`src/rtl/fifo_rd_pkg.sv`:
```
// fifo_rd_pkg: shared state and word types for the FIFO read-side stream adapter
package fifo_rd_pkg;
    localparam int DEF_DATA_WIDTH = 32;
    typedef enum logic [1:0] {ST_EMPTY, ST_ONE, ST_TWO} rd_state_t;
    typedef struct packed {
        logic                      last;
        logic [DEF_DATA_WIDTH-1:0] data;
    } stream_word_t;
endpackage

```
`src/rtl/frame_counter.sv`:
```
// frame_counter: modulo-FRAME_LEN word counter flagging the last word of each frame
module frame_counter #(
    parameter int FRAME_LEN = 8,
    parameter int FL_W      = 16
) (
    input  logic rclk,
    input  logic rrst_n,
    input  logic inc,
    output logic is_last
);
    logic [FL_W-1:0] cnt;
    assign is_last = cnt == FL_W'(FRAME_LEN - 1);
    always_ff @(posedge rclk or negedge rrst_n)
        if (!rrst_n) cnt <= '0;
        else if (inc) cnt <= is_last ? '0 : cnt + FL_W'(1);
endmodule

```
`src/rtl/fifo_rd_adapter.sv`:
```
// fifo_rd_adapter: drains an FWFT FIFO read port into a registered valid/ready stream via a 2-entry skid buffer
// Optional word/stall statistics ports are built when FIFO_RD_STATS_EN is defined.
module fifo_rd_adapter
    import fifo_rd_pkg::*;
#(
    parameter int DATA_WIDTH = 32,
    parameter int FRAME_LEN  = 8,
    parameter int FL_W       = 16
) (
    input  logic                  rclk,
    input  logic                  rrst_n,
    input  logic                  rempty,
    input  logic [DATA_WIDTH-1:0] rdata,
    output logic                  rpull,
    output logic                  m_valid,
    input  logic                  m_ready,
    output logic [DATA_WIDTH-1:0] m_data,
    output logic                  m_last
`ifdef FIFO_RD_STATS_EN
    ,
    output logic [31:0]           word_cnt,
    output logic [31:0]           stall_cnt
`endif
);
    typedef struct packed {
        logic                  last;
        logic [DATA_WIDTH-1:0] data;
    } word_t;
    rd_state_t state, state_n;
    word_t     head, skid, in_word;
    logic      push, pop, is_last, head_en, skid_en;
    // Gated by reset so no FIFO word is popped while the buffer cannot capture it
    assign rpull   = rrst_n & !rempty & (state != ST_TWO);
    assign push    = rpull;
    assign m_valid = state != ST_EMPTY;
    assign pop     = m_valid & m_ready;
    assign m_data  = head.data;
    assign m_last  = head.last;
    assign in_word = {is_last, rdata};
    frame_counter #(.FRAME_LEN(FRAME_LEN), .FL_W(FL_W)) u_frame (
        .rclk    (rclk),
        .rrst_n  (rrst_n),
        .inc     (push),
        .is_last (is_last)
    );
    always_ff @(posedge rclk or negedge rrst_n)
        if (!rrst_n) state <= ST_EMPTY;
        else state <= state_n;
    always_comb begin
        state_n = state;
        head_en = 1'b0;
        skid_en = 1'b0;
        case (state)
            ST_EMPTY: begin
                head_en = push;
                state_n = push ? ST_ONE : ST_EMPTY;
            end
            ST_ONE: begin
                head_en = push & pop;
                skid_en = push & !pop;
                state_n = (push & !pop) ? ST_TWO : (pop & !push) ? ST_EMPTY : ST_ONE;
            end
            ST_TWO: begin
                head_en = pop;
                state_n = pop ? ST_ONE : ST_TWO;
            end
            default: state_n = ST_EMPTY;
        endcase
    end
    always_ff @(posedge rclk or negedge rrst_n)
        if (!rrst_n) begin
            head <= '0;
            skid <= '0;
        end else begin
            if (head_en) head <= (state == ST_TWO) ? skid : in_word;
            if (skid_en) skid <= in_word;
        end
`ifdef FIFO_RD_STATS_EN
    always_ff @(posedge rclk or negedge rrst_n)
        if (!rrst_n) begin
            word_cnt  <= '0;
            stall_cnt <= '0;
        end else begin
            if (pop) word_cnt <= word_cnt + 32'd1;
            if (m_valid & !m_ready) stall_cnt <= stall_cnt + 32'd1;
        end
`endif
endmodule

```
`config.mk`:
```
export PLATFORM = sky130hd
export DESIGN_NAME = fifo_rd_adapter
export DESIGN_NICKNAME = d
export VERILOG_FILES = /design/src/rtl/fifo_rd_pkg.sv /design/src/rtl/frame_counter.sv /design/src/rtl/fifo_rd_adapter.sv
export SDC_FILE = /design/constraint.sdc
export NUM_CORES = 1
export LEC_CHECK = 0
export BUFFER_PORTS_ARGS = -buffer_cell sky130_fd_sc_hd__buf_4
export CORE_MARGIN = 2
export CORE_UTILIZATION = 51
export DETAILED_ROUTE_END_ITERATION = 16
export MAX_ROUTING_LAYER = met4
export PLACE_DENSITY = 0.85
export SLEW_MARGIN = 10
export SYNTH_ARGS = -nofsm -noshare
export SYNTH_HDL_FRONTEND = slang
export SYNTH_HIERARCHICAL = 1
export SYNTH_SLANG_ARGS = --single-unit
```
`constraint.sdc`:
```
create_clock -name rclk -period 5.4 [get_ports rclk]
set_input_delay 0.27 -clock rclk [delete_from_list [all_inputs] [get_ports rclk]]
set_output_delay 0.27 -clock rclk [all_outputs]
set_load 0.02 [all_outputs]
```
==> impl_metrics.ini <==
[status]
run_status = complete, no violations

[timing]
hold_viol_final = 0
final.hold.worst_slack_ns = 0.169
max_freq_mhz = 309
period_share = 0.600
unrepaired_setup_endpoints_after_global_routing = false
finalSetupViolations = 0
maxSlewHeadroom = 0.245
clock_skew_ns = 0.00980
slew_viol_final = 0
timing.setup.tns_ns = 0
period_minus_slack_ns = 3.24
worst_pin_slew_ns = 1.13

[worst_setup_path]
critical_path_startpoint_category = input port
critical_path_peak_fanout = 33
setup.worst_path.class = input port to flop
worst-endpoint-arrival_ns = 3.46
required_time_worst_endpoint_ns = 5.62
setup.reg_to_reg.worst_slack_ns = 2.22
crit_path_end_kind = flop

[drt]
wire_per_inst_um = 15.8
viasPerCell = 5.22
drtAntennaViolNets = 0
wirelength_mm = 7.03
detailedRoute.firstIterationViolations = 87
vias = 2329
dr.pass1.iters = 4
drc_markers = 0

[power]
seqPwrFrac = 0.436
total_leakage_power_nw = 2.19
ir_worst_vdd_mv = 0.321
power_switching_uw = 791
netSwitchingFraction = 0.323
part_of_the_total_power_dissipated_in_combinational_logic = 0.402
cellPowerDensity_mw_per_mm2 = 521
power.share.clock = 0.163
internal_power_mw = 1.65

[floorplanning]
floorplan.die_area_mm2 = 0.00845
chipWidth_um = 91.9
core-area_mm2 = 0.00761
start_util = 0.518
fp-row-count = 32
die_y_um = 91.9
design.portCount = 71

[clock_network]
tritoncts = done
clock_sink_count = 84
htree_levels = 3
insertion_delay_ns = 0.34
reg_clk_slew_reported_paths_ns = 0.08
cts-buffers-inserted = 9
ctsRootBufferMaster = sky130_fd_sc_hd__clkbuf_8
postCtsSetupBuffers = 0
clk_path_buf_depth = 2

[place]
portBuffers = 70
post-dp-hpwl_mm = 4.82
gpl.final_weighted_congestion = 0.824

[logic_synthesis]
postSynthNetCount = 305
ys_seq_elements = 84
synth.cell_area_mm2 = 0.00394
yosys.cell_types.count = 34
synth_async_sr_flop_share = 1.00
ys.warnings.count = 6
synth-seq-area-share = 0.533
most_instantiated_flip_flop_cell_in_the_synthesis_netlist = sky130_fd_sc_hd__dfrtp_1
synth_edf_count = 0
avgSynthCellArea_um2 = 14.8
post_synth_inst_count = 266

[worst_hold_path]
worstHoldPathType = input port to flop

[final_layout]
design.final.nets = 378
layout-area-overhead-vs-synth_pct = 19.2
post_route_cells_drive_above_1_share = 0.576
n_antenna_cell = 0

[global_route]
antenna_found_initial = 0
grt_pass1_vias = 2522
largest_net_degree_at_the_start_of_global_routing = 84
grtUsageTotal = 0.188
grt_first_pass_wirelength_mm = 12.2
gr-total-overflow = 0

[run]
maxCapViolations = 0
[state kept, by name, indices dropped and copies added, names as in the netlist]
| register | flops |
|---|---|
| skid | 33 |
| m_data | 32 |
| u_frame/cnt | 16 |
| state | 2 |
| m_last | 1 |
[kinds of logic (layout without fill, tap and decap cells)]
family / Yosys count / after routing / share of synthesized area
muxes: 99 / 99 / 0.311
DFF: 84 / 84 / 0.533
and+or+nand+nor: 44 / 44 / 0.0717
buffers and inverters: 17 / 95 / 0.0346
xor gates and xnor gates: 13 / 13 / 0.0289
AOI/OAI and AO/OA: 6 / 6 / 0.0105
adders and majority gates: 3 / 3 / 0.00952
[timing repair]
| item | in CTS | in global routing |
|---|---|---|
| endpoints found under the hold margin | 1 | 0 |
| hold buffers | 1 | 0 |
| resized for setup | 0 | 0 |
[power groups by stage]
stage,Combinational [mW],Clock (mW),Sequential [mW]
2_1_floorplan,0.556,0,1.18
3_3_place_gp,0.961,0,1.06
3_5_place_dp,0.996,0,1.07
4_1_cts,0.996,0.406,1.07
5_1_grt,1.05,0.436,1.10
6_report,0.982,0.398,1.07
[worst paths after layout]
check,from,end,cells past startpoint
worst max-delay path,rrst_n,m_data[11],6
worst min-delay path,m_ready,state[1],2
worst max register to register,state[1],m_data[11],5
worst min register to register,u_frame/cnt[15],u_frame/cnt[15],1
max in group asynchronous,rrst_n,skid[9],3
min in group asynchronous,rrst_n,m_data[21],2
[placed cells by master (no fill, tap or decap), types with 4 or more instances in the layout]
master,count
sky130_fd_sc_hd__dfrtp_1,84
sky130_fd_sc_hd__buf_4,73
sky130_fd_sc_hd__mux2_2,69
sky130_fd_sc_hd__mux2_4,30
sky130_fd_sc_hd__nand2_1,11
sky130_fd_sc_hd__clkbuf_8,11
sky130_fd_sc_hd__xnor2_1,8
sky130_fd_sc_hd__inv_1,5
sky130_fd_sc_hd__nor2_1,5
sky130_fd_sc_hd__xor2_1,5
sky130_fd_sc_hd__nand3_1,4
[stage by stage]
step	worst slack [ns]	util	total power, mW	instance area (um2)	cells
6_report	2.16	0.617	2.45	4700	446
2_1_floorplan	2.42	-	1.74	3940	266
3_3_place_gp	2.39	0.593	2.02	4510	429
4_1_cts	2.12	0.617	2.47	4700	446
3_5_place_dp	2.18	0.593	2.07	4510	429
5_1_grt	1.93	0.617	2.59	4700	446
[cell usage after synthesis (4+ instances only)]
cell type | n | area (um2)
sky130_fd_sc_hd__dfrtp_1 | 84 | 2100
sky130_fd_sc_hd__mux2_2 | 69 | 777
sky130_fd_sc_hd__mux2_4 | 30 | 450
sky130_fd_sc_hd__nor2_1 | 5 | 18.8
sky130_fd_sc_hd__xnor2_1 | 8 | 70.1
sky130_fd_sc_hd__nand2_1 | 11 | 41.3
sky130_fd_sc_hd__xor2_1 | 5 | 43.8
sky130_fd_sc_hd__nand3_1 | 4 | 20.0
sky130_fd_sc_hd__inv_1 | 5 | 18.8
sky130_fd_sc_hd__buf_2 | 6 | 30.0
[layout make-up]
class                           count  area, um2
Sequential cell                    84       2100
Timing Repair Buffer               74        558
Clock buffer                       12        155
Tap cell                          102        128
Multi-Input combinational cell    165       1710
Fill cell                         597       2910
Clock inverter                      4       23.8
Inverter                            5       18.8
[critical path: stages]
cell                            delay [ns]
sky130_fd_sc_hd__dlygate4sd3_1        0.52
sky130_fd_sc_hd__buf_4                0.13
sky130_fd_sc_hd__nor3b_1              0.90
sky130_fd_sc_hd__ha_1                 0.29
sky130_fd_sc_hd__a221o_2              0.92
sky130_fd_sc_hd__mux2_2               0.42
[routing by layer]
| metal | vias to the layer above | routed length, um | GRT usage |
|---|---|---|---|
| li1 | 1089 | - | - |
| met1 | 1171 | 3180 | 0.249 |
| met2 | 60 | 3480 | 0.294 |
| met3 | 9 | 292 | 0.0337 |
| met4 | 0 | 86 | 0.0697 |
| met5 | - | 0 | - |
No activity file was read; power rests on OpenSTA's default activity.
